--- src/rtl/seg_scan_controller_pkg.sv ---
// Shared types and constants for the multiplexed seven-segment scan controller.
// Holds the slot FSM encoding and the threshold above which a BCD value is blanked.
package seg_scan_controller_pkg;

    typedef enum logic {
        GAP = 1'b0,
        ON  = 1'b1
    } scan_state_t;

    localparam logic [3:0] BCD_BLANK_MIN = 4'd10;

    // Values of ten and above have no decimal glyph, so their slot stays dark.
    function automatic logic is_blank_value(input logic [3:0] value);
        return value >= BCD_BLANK_MIN;
    endfunction

endpackage

--- src/rtl/seg_scan_controller_decoder.sv ---
// BCD to seven-segment decoder shared by all digits of the scan controller.
// seg is {g,f,e,d,c,b,a}, active-high; non-decimal codes give a dark pattern.
module sevenSegmentDecoder (
    input  logic [3:0] bcd,
    output logic [6:0] seg
);

    always_comb begin
        seg = 7'h00;
        case (bcd)
            4'd0:    seg = 7'h3F;
            4'd1:    seg = 7'h06;
            4'd2:    seg = 7'h5B;
            4'd3:    seg = 7'h4F;
            4'd4:    seg = 7'h66;
            4'd5:    seg = 7'h6D;
            4'd6:    seg = 7'h7D;
            4'd7:    seg = 7'h07;
            4'd8:    seg = 7'h7F;
            4'd9:    seg = 7'h6F;
            default: seg = 7'h00;
        endcase
    end

endmodule

--- src/rtl/seg_scan_controller.sv ---
// Time-multiplexed seven-segment scan controller with tear-free double-buffered digits.
// Define SEG_LZ_SUPPRESS_EN to blank leading zeros (digit 0 is always shown).
module seg_scan_controller
    import seg_scan_controller_pkg::*;
#(
    parameter int NUM_DIGITS  = 4,
    parameter int SLOT_CYCLES = 1000,
    parameter int GAP_CYCLES  = 2
) (
    input  logic                      clk,
    input  logic                      rst,
    input  logic                      load,
    input  logic [4*NUM_DIGITS-1:0]   digits_i,
    output logic [3:0]                bcd,
    output logic [6:0]                seg,
    output logic [NUM_DIGITS-1:0]     an,
    output logic                      frame_done,
    output logic                      pending
);

    localparam int DW = 4 * NUM_DIGITS;
    localparam int CW = $clog2(SLOT_CYCLES);
    localparam int IW = $clog2(NUM_DIGITS);

    localparam logic [CW-1:0] SLOT_LAST = CW'(SLOT_CYCLES - 1);
    localparam logic [CW-1:0] GAP_END   = CW'(GAP_CYCLES);
    localparam logic [IW-1:0] IDX_LAST  = IW'(NUM_DIGITS - 1);

    logic [CW-1:0]         count_reg, count_next;
    logic [IW-1:0]         idx_reg, idx_next;
    scan_state_t           state_reg, state_next;
    logic [3:0]            bcd_reg, bcd_next;
    logic [NUM_DIGITS-1:0] an_reg, an_next;
    logic                  frame_done_reg, frame_done_next;
    logic [DW-1:0]         active_reg, active_next;
    logic [DW-1:0]         shadow_reg, shadow_next;
    logic                  pending_reg, pending_next;

    logic                  slot_end;
    logic                  frame_wrap;
    logic [3:0]            digit_next [NUM_DIGITS];
    logic [NUM_DIGITS-1:0] digit_blank;
    logic                  blank_next;

    // Slot timing: counter, digit index and frame wrap detection.
    always_comb begin
        slot_end   = (count_reg == SLOT_LAST);
        frame_wrap = slot_end && (idx_reg == IDX_LAST);
        count_next = slot_end ? '0 : count_reg + 1'b1;
        idx_next   = idx_reg;
        if (slot_end) begin
            idx_next = (idx_reg == IDX_LAST) ? '0 : idx_reg + 1'b1;
        end
        frame_done_next = frame_wrap;
    end

    // Each slot opens with a dark gap so the previous digit's segments settle.
    always_comb begin
        state_next = state_reg;
        case (state_reg)
            GAP:     state_next = (count_next >= GAP_END) ? ON : GAP;
            ON:      state_next = slot_end ? GAP : ON;
            default: state_next = GAP;
        endcase
    end

    // Double buffer: the displayed value only moves at the frame wrap, and a
    // load on the wrap edge itself bypasses the shadow so the newest value wins.
    always_comb begin
        shadow_next  = load ? digits_i : shadow_reg;
        active_next  = active_reg;
        pending_next = pending_reg;
        if (frame_wrap) begin
            pending_next = 1'b0;
            if (load) begin
                active_next = digits_i;
            end else if (pending_reg) begin
                active_next = shadow_reg;
            end
        end else if (load) begin
            pending_next = 1'b1;
        end
    end

    genvar gi;
    generate
        for (gi = 0; gi < NUM_DIGITS; gi++) begin : g_digit
            assign digit_next[gi] = active_next[4*gi +: 4];
`ifdef SEG_LZ_SUPPRESS_EN
            assign digit_blank[gi] = is_blank_value(digit_next[gi])
                                   || ((gi != 0) && (active_next[DW-1:4*gi] == '0));
`else
            assign digit_blank[gi] = is_blank_value(digit_next[gi]);
`endif
            assign an_next[gi] = ~((state_next == ON) && (idx_next == IW'(gi)) && !blank_next);
        end
    endgenerate

    assign bcd_next   = digit_next[idx_next];
    assign blank_next = digit_blank[idx_next];

    always_ff @(posedge clk) begin
        if (rst) begin
            count_reg      <= '0;
            idx_reg        <= '0;
            state_reg      <= GAP;
            bcd_reg        <= '0;
            an_reg         <= '1;
            frame_done_reg <= 1'b0;
            active_reg     <= '0;
            shadow_reg     <= '0;
            pending_reg    <= 1'b0;
        end else begin
            count_reg      <= count_next;
            idx_reg        <= idx_next;
            state_reg      <= state_next;
            bcd_reg        <= bcd_next;
            an_reg         <= an_next;
            frame_done_reg <= frame_done_next;
            active_reg     <= active_next;
            shadow_reg     <= shadow_next;
            pending_reg    <= pending_next;
        end
    end

    sevenSegmentDecoder u_decoder (
        .bcd (bcd_reg),
        .seg (seg)
    );

    assign bcd        = bcd_reg;
    assign an         = an_reg;
    assign frame_done = frame_done_reg;
    assign pending    = pending_reg;

endmodule

--- config.mk ---
export PLATFORM = sky130hd
export DESIGN_NAME = seg_scan_controller
export DESIGN_NICKNAME = d
export VERILOG_FILES = /design/src/rtl/seg_scan_controller_pkg.sv /design/src/rtl/seg_scan_controller_decoder.sv /design/src/rtl/seg_scan_controller.sv
export SDC_FILE = /design/constraint.sdc
export NUM_CORES = 1
export LEC_CHECK = 0
export ABC_CLOCK_PERIOD_IN_PS = 2900
export CORE_ASPECT_RATIO = 1.25
export CORE_MARGIN = 3
export CORE_UTILIZATION = 41
export DETAILED_ROUTE_END_ITERATION = 16
export SYNTH_ARGS = -nofsm -noshare
export SYNTH_HDL_FRONTEND = slang
export SYNTH_HIERARCHICAL = 1
export SYNTH_SLANG_ARGS = --single-unit
--- constraint.sdc ---
create_clock -name clk -period 2.9 [get_ports clk]
set_input_delay 0.58 -clock clk [delete_from_list [all_inputs] [get_ports clk]]
set_output_delay 0.58 -clock clk [all_outputs]
set_load 0.02 [all_outputs]
==> results.cfg, run 1 <==
[clocking]
cts_buffer_depth = 2
root_buffer = clkbuf_8
path_clk_slew_ps = 100
clock-sinks = 55
cts_hold_buf = 0
ctsResizeCount = 0
cts_setup_buffers = 0
clk_latency_ps = 310
cts_inserted_buffers = 5
cts_tree = built
htree_levels = 2

[floorplanning]
initial_core_util_pct = 43.4
rows = 33
die_w_um = 81.5
coreArea_um2 = 6730
die-area_um2 = 8180
die_h_um = 100
io_pins = 36

[timing]
finalWorstSetupSlack_ps = 198
tightest_slew_ps = 704
fin_crit_sh_pct = 93.2
finalClockSkew_ps = 7.80
setup_tns_ps = 0
finalMaxSlewViolations = 0
rsz0062_at_grt = no
setup_viol = 0
slew-limit-headroom_pct = 53.0
max_freq_ghz = 0.370
finalHoldViolCount = 0
fin_hold_ws_ps = 467
final.min_clock_period_ps = 2700

[setup_path]
crit_arrival_ps = 2120
critical_path.top_delay_family = buffers and inverters
path_cells = inv_1 > ha_1 > nor2_1 > o21ai_2 > o21ai_0 > clkdlybuf4s50_1
required_ps = 2320
endpoint_kind = output port
cp_max_fo = 7
path_class = register to output port
worst_setup_path_start_kind = register
reg2reg_from = count_reg[0]
slowest_stage = clkdlybuf4s50_1
reg2reg_slack_ps = 400
rr_worst_depth = 8
cpPeakStageDelay_ps = 640
timing.rr.end = bcd[2]
cp_num_buf_inv = 2

[cells_and_area]
fillCellCount = 639
area_growth_pct = 19.2
num_antenna_cells = 0
final_nets = 390
regArea_um2 = 1100
multi_input_area_um2 = 1660
drive_gt1_share_pct = 14.0

[routing]
initialDrtViolationCount = 135
ant_nets = 0
first_pass_iters = 4
wl_um = 6640
wl_per_cell_um = 14.7
vias = 2466
drc = 0
viasPerCell = 5.47

[logic_synthesis]
synthFlopType = dfxtp_1
syn_nets = 356
async_reset_ff_share_pct = 0
synth_top_area_share_pct = 37.7
yosys.cell_count.top_type = dfxtp_1
yosys.area.top_type = dfxtp_1
synth-edff-count = 0
ys_seq_elements = 55
syn_area_um2 = 2920
yosysWarnings = 6
synth_area_leaders = dfxtp_1 38%, nor2_1 5.7%, mux2i_1 4.8%, ha_1 3.4%, nand2_1 3.0%
synthCells = 329
synth_cell_types = 64
synth_area_per_cell_um2 = 8.88
synth_common_cells = 55 x dfxtp_1, 44 x nor2_1, 23 x nand2_1
yosysSeqAreaShare_pct = 37.7

[status]
status = finished clean

[global_route]
grt_max_degree = 51
grt_pass1_wl_um = 11400
grt_pass1_vias = 2345
overflow = 0
grt_antenna_before_repair = 0
globalRouteTotalUtil_pct = 17.6

[power_and_ir_drop]
p_per_area_nw_per_um2 = 418
vdd_drop_max_mv = 0.291
power.leakage_nw = 1.29
power.total_mw = 1.46

[placed_design]
pre_cts_ws_ps = 385
gp_congestion = 0.820
dp_hpwl_um = 4910
io_buffers = 35

[min_path]
hold_end = shadow_reg[1]
whs_path_depth = 2
holdCritStartpoint = shadow_reg[1]
hold_class = register to register

[run]
drv_cap = 0
## metal layers
layer	global-route usage [%]	wire, um
met1	23.9	3040
met2	27.7	3150
met3	2.51	305
met4	7.54	146
met5	0	0
## final cells by class
class,count,area share [%]
multi-input cells,241,47.6
inverters,13,1.40
clock inverters,2,1.01
well taps,87,3.13
flip-flops and latches,55,31.6
repair buffers,47,12.9
clock buffers,6,2.37
## worst min-delay path: stages (launching register included)
cell and delay [ps]:
dfxtp_1 320, nand2_1 60, a21oi_1 50
## metrics by stage
| step | instance area, um2 | util (%) | cells |
|---|---|---|---|
| 2_1_floorplan | 2920 | - | 329 |
| 3_3_place_gp | 3360 | 50.0 | 443 |
| 3_5_place_dp | 3360 | 50.0 | 443 |
| 4_1_cts | 3480 | 51.7 | 451 |
| 5_1_grt | 3480 | 51.7 | 451 |
| 6_report | 3480 | 51.7 | 451 |
## how the worst max path moves through the flow
| stage | to | startpoint | slack (ps) | depth (start not counted) |
|---|---|---|---|---|
| after global routing | seg[1] | bcd[1] | 20 | 4 |
| after floorplan | bcd[0] | count_reg[0] | 700 | 9 |
| final | seg[0] | bcd[1] | 200 | 6 |
| after detailed placement | bcd[0] | load | 380 | 7 |
| after CTS | seg[0] | bcd[1] | 180 | 6 |
| after global placement | bcd[0] | load | 410 | 7 |
## placed cells by master, fill, tap and decap left out, types with 3 or more instances in the layout
cell	netlist	layout
dfxtp_1	55	55
nor2_1	44	44
clkdlybuf4s50_1	0	34
nand2_1	23	23
a21oi_1	17	17
o21ai_0	15	15
mux2i_1	14	14
inv_1	12	12
nor4_1	11	11
nor3_1	11	11
buf_4	1	11
nor2b_1	9	9
ha_1	8	8
clkbuf_8	0	6
nand3_1	5	5
o221a_2	5	5
nand2b_1	5	5
mux2_2	4	4
xnor2_1	4	4
and3_1	4	4
or3_1	3	3
a211oi_1	3	3
nand3b_1	3	3
o21ai_1	3	3
o32a_1	3	3
o221ai_1	3	3
## cell families after synthesis
kind of cell    share of synthesized area, %
mux                                     8.23
xor+xnor                                1.80
flops                                   37.7
fa+ha+maj                               3.43
buf+inv                                 5.57
compound gates                          18.0
simple gates                            25.3
## power by group
| part | internal, mW | total (mW) | leakage [nW] | switching (mW) |
|---|---|---|---|---|
| logic | 0.0710 | 0.136 | 0.778 | 0.0649 |
| registers | 0.776 | 0.793 | 0.448 | 0.0169 |
| clock network | 0.280 | 0.527 | 0.0612 | 0.248 |
| total | 1.13 | 1.46 | 1.29 | 0.329 |
(Power assumes the default switching activity.)
==> run 2, diff against run 1 <==
--- a/config.mk
+++ b/config.mk
@@ -5,9 +5,8 @@
 export SDC_FILE = /design/constraint.sdc
 export NUM_CORES = 1
 export LEC_CHECK = 0
-export ABC_CLOCK_PERIOD_IN_PS = 2900
 export CORE_ASPECT_RATIO = 1.25
-export CORE_MARGIN = 3
+export CORE_MARGIN = 4
 export CORE_UTILIZATION = 41
 export DETAILED_ROUTE_END_ITERATION = 16
 export SYNTH_ARGS = -nofsm -noshare
==> run 2 against run 1 <==
Routed wire length up 4.5%. Non-clock buffer count is 1 lower. Fmax is 0.61% lower. Critical path type unchanged. Highest routed layer unchanged.
==> results.cfg, run 2 (synthesis gave the netlist of run 1 again) <==
[floorplanning]
io_pins = 36
die_h_um = 102
initial_core_util_pct = 42.1
die-area_um2 = 8550
die_w_um = 83.5
rows = 34
coreArea_um2 = 6930

[timing]
setup_tns_ps = 0
slew-limit-headroom_pct = 63.7
setup_viol = 0
fin_crit_sh_pct = 93.7
tightest_slew_ps = 534
finalMaxSlewViolations = 0
rsz0062_at_grt = no
final.min_clock_period_ps = 2720
finalWorstSetupSlack_ps = 182
finalHoldViolCount = 0
max_freq_ghz = 0.368
finalClockSkew_ps = 9.95

[routing]
wl_per_cell_um = 15.3
ant_nets = 0
wl_um = 6940
first_pass_iters = 4
initialDrtViolationCount = 214
drc = 0
vias = 2488
viasPerCell = 5.49

[cells_and_area]
fillCellCount = 669
area_growth_pct = 17.9
final_common_cell = dfxtp_1
drive_gt1_share_pct = 14.0
final_nets = 389
num_antenna_cells = 0
layout_common_cells = 55 x dfxtp_1, 44 x nor2_1, 34 x clkdlybuf4s50_1, 23 x nand2_1, 17 x a21oi_1

[global_route]
grt_pass1_vias = 2348
grt_max_degree = 51
globalRouteTotalUtil_pct = 16.6
overflow = 0
grt_pass1_wl_um = 11300
grt_antenna_before_repair = 0

[clocking]
cts_buffer_depth = 2
root_buffer = clkbuf_8
htree_levels = 2
cts_setup_buffers = 0
cts_tree = built
cts_inserted_buffers = 5
clock-sinks = 55
path_clk_slew_ps = 100
clk_latency_ps = 310

[min_path]
holdCritStartpoint = shadow_reg[3]
hold_class = register to register

[placed_design]
dp_hpwl_um = 5100
pre_cts_ws_ps = 263
io_buffers = 35
gp_congestion = 0.820

[setup_path]
reg2reg_from = count_reg[0]
endpoint_kind = output port
crit_start = bcd[1]
cp_num_buf_inv = 3
critical_path.top_delay_family = buffers and inverters
path_cells = inv_1 > ha_1 > inv_1 > o21ai_0 > clkdlybuf4s50_1
required_ps = 2320
worst_setup_path_start_kind = register
path_class = register to output port
cpPeakStageDelay_ps = 620
crit_top_cell = inv_1
slowest_stage = clkdlybuf4s50_1
crit_arrival_ps = 2140
cp_max_fo = 7

[power_and_ir_drop]
power.leakage_nw = 1.26
vdd_drop_max_mv = 0.258
p_per_area_nw_per_um2 = 398

[status]
status = finished clean

[run]
drv_cap = 0
## run 2: changes by cell type in the layout (fill, tap and decap cells not counted), sizes merged
cell	delta
clkinv	-1
bufinv	-1
clkinvlp	+2
inv	+1
clkbuf	-1
buf	-1
## run 2: path summary, 6_finish.rpt
check                   to  slack, ps  cells after the start
max                 seg[3]        180                      5
max reg2reg         bcd[1]        240                      8
min          shadow_reg[3]        480                      2
min reg2reg  shadow_reg[3]        480                      2
## run 2: routing by layer
metal / wire length, um / part of all wire (%) / global-route usage [%] / vias up
met2: 3400 / 49 / 28.0 / 60
met5: 0 / 0 / 0 / -
met1: 3070 / 44 / 20.8 / 1165
met4: 189 / 2.7 / 7.55 / 0
met3: 268 / 3.9 / 3.31 / 13
li1: - / - / - / 1250
## run 2: worst register-to-register path: stages, from the launching register on
cell,delay [ps]
dfxtp_1,390
ha_1,360
nand4bb_4,310
nor3_4,290
buf_4,240
mux2_2,460
o21ai_1,160
a21oi_1,50
nor4_1,300
## run 2: report_power, final
group	leakage [nW]	switching [mW]	internal, mW
clock	0.0408	0.266	0.173
combinational	0.769	0.0677	0.0697
sequential	0.448	0.0156	0.776
## run 2: stage by stage
step	instance area [um2]	power (mW)	hold WS, ps	utilization, %	instances
after floorplan	2920	0.890	441	-	329
after global placement	3350	0.947	457	48.3	445
after detailed placement	3350	0.948	463	48.3	445
after CTS	3440	1.39	479	49.6	453
after global routing	3440	1.44	503	49.7	453
final	3440	1.37	475	49.7	453
## run 2: area by class of cell
type                            instances  area [um2]  share of cell area, %
Tap cell                               90         113                   3.27
Sequential cell                        55        1100                   32.0
Clock inverter                          3        23.8                  0.690
Timing Repair Buffer                   46         428                   12.4
Clock buffer                            5        68.8                   2.00
Multi-Input combinational cell        241        1660                   48.2
Inverter                               13        48.8                   1.42
## run 2: repair_timing
action / CTS / global route
hold buffers: 0 / 0
endpoints found under the setup margin: 0 / 2
resized for setup: 0 / 1
==> run 3, diff against run 2 <==
--- a/config.mk
+++ b/config.mk
@@ -6,7 +6,7 @@
 export NUM_CORES = 1
 export LEC_CHECK = 0
 export CORE_ASPECT_RATIO = 1.25
-export CORE_MARGIN = 4
+export CORE_MARGIN = 2
 export CORE_UTILIZATION = 41
 export DETAILED_ROUTE_END_ITERATION = 16
 export SYNTH_ARGS = -nofsm -noshare
==> run 3 against run 2 <==
Via count shrank 1.2%. Largest cell class unchanged. Highest routed layer unchanged. Critical endpoint unchanged. Global-route usage grew 1.7 points. Utilization shrank 0.054 points.
==> results.cfg, run 3 (synthesis gave the netlist of run 1 again) <==
[setup_path]
worst_setup_path_start_kind = register
cp_max_fo = 7
required_ps = 2320
endpoint_kind = output port
path_class = register to output port
crit_arrival_ps = 2110

[timing]
final.min_clock_period_ps = 2690
slew-limit-headroom_pct = 65.9
max_freq_ghz = 0.372
rsz0062_at_grt = no
finalClockSkew_ps = 9.67
finalMaxSlewViolations = 0
setup_tns_ps = 0
finalHoldViolCount = 0
finalWorstSetupSlack_ps = 211
fin_crit_sh_pct = 92.7
setup_viol = 0
tightest_slew_ps = 502

[cells_and_area]
multi_input_area_um2 = 1660
drive_gt1_share_pct = 13.3
fillCellCount = 681
final_nets = 386
layout_common_cells = 55 x dfxtp_1, 44 x nor2_1, 34 x clkdlybuf4s50_1, 23 x nand2_1, 17 x a21oi_1
final_core_util_pct = 49.6
final_common_cell = dfxtp_1
area_growth_pct = 17.8
regArea_um2 = 1100
num_antenna_cells = 0

[placed_design]
gp_congestion = 0.798
pre_cts_ws_ps = 294
dp_hpwl_um = 4850
io_buffers = 35

[routing]
drc = 0
first_pass_iters = 4
vias = 2457
initialDrtViolationCount = 115
wl_per_cell_um = 14.9
viasPerCell = 5.46
ant_nets = 0
wl_um = 6700

[clocking]
cts_inserted_buffers = 5
cts_buffer_depth = 2
path_clk_slew_ps = 100
cts_hold_buf = 0
clock-sinks = 55
root_buffer = clkbuf_8
clk_latency_ps = 320
htree_levels = 2
cts_tree = built

[global_route]
globalRouteTotalUtil_pct = 18.3
grt_antenna_before_repair = 0
grt_max_degree = 28
grt_pass1_vias = 2366
overflow = 0
grt_pass1_wl_um = 11400

[floorplanning]
io_pins = 36
die_h_um = 98.4
die_w_um = 79.5
initial_core_util_pct = 42.1
rows = 34
die-area_um2 = 7820
coreArea_um2 = 6930

[power_and_ir_drop]
vdd_drop_max_mv = 0.215
power.leakage_nw = 1.26
p_per_area_nw_per_um2 = 406

[run]
drv_cap = 0

[status]
status = finished clean

[min_path]
hold_class = register to register
-- run 3: report_power, final --
part / internal [mW] / total (mW) / switching, mW
Sequential: 0.776 / 0.788 / 0.0120
Combinational: 0.0716 / 0.144 / 0.0724
Clock: 0.196 / 0.463 / 0.267
Total: 1.04 / 1.40 / 0.351
-- run 3: final cells by class --
class,instances,area share [%]
clock buffer,6,2.40
timing repair buffer,43,12.1
multi-input combinational,241,48.3
clock inverter,2,0.473
tap,90,3.27
sequential,55,32.0
inverter,13,1.42
-- run 3: worst max-delay path: stages, from the launching register on --
cell and delay [ps]:
dfxtp_1 520, inv_1 150, ha_1 320, inv_1 40, o21ai_0 150, clkdlybuf4s50_1 620
-- run 3: layer usage --
metal / vias up / wire length, um / track usage, %
li1: 1236 / - / -
met1: 1162 / 3150 / 24.7
met4: 0 / 108 / 6.37
met5: - / 0 / 0
met3: 10 / 248 / 2.87
met2: 49 / 3190 / 29.6
-- run 3: per-stage QoR --
step	area (um2)	hold WS (ps)	instances	power, mW
3_5_place_dp	3340	454	442	0.950
2_1_floorplan	2920	441	329	0.890
6_report	3440	465	450	1.40
4_1_cts	3440	470	450	1.41
3_3_place_gp	3340	451	442	0.948
5_1_grt	3440	479	450	1.45
-- run 3: what timing repair did --
item | CTS | global route
setup buffers | 0 | 0
endpoints found under the setup margin | 0 | 1
gates resized for setup | 0 | 1
-- run 3: final timing paths --
path                                    start       endpoint  slack (ps)  cells past startpoint
worst max register to register   count_reg[0]         bcd[2]         280                      8
worst min register to register  shadow_reg[2]  shadow_reg[2]         460                      2
worst min-delay path            shadow_reg[2]  shadow_reg[2]         460                      2
worst max-delay path                   bcd[1]         seg[3]         210                      5
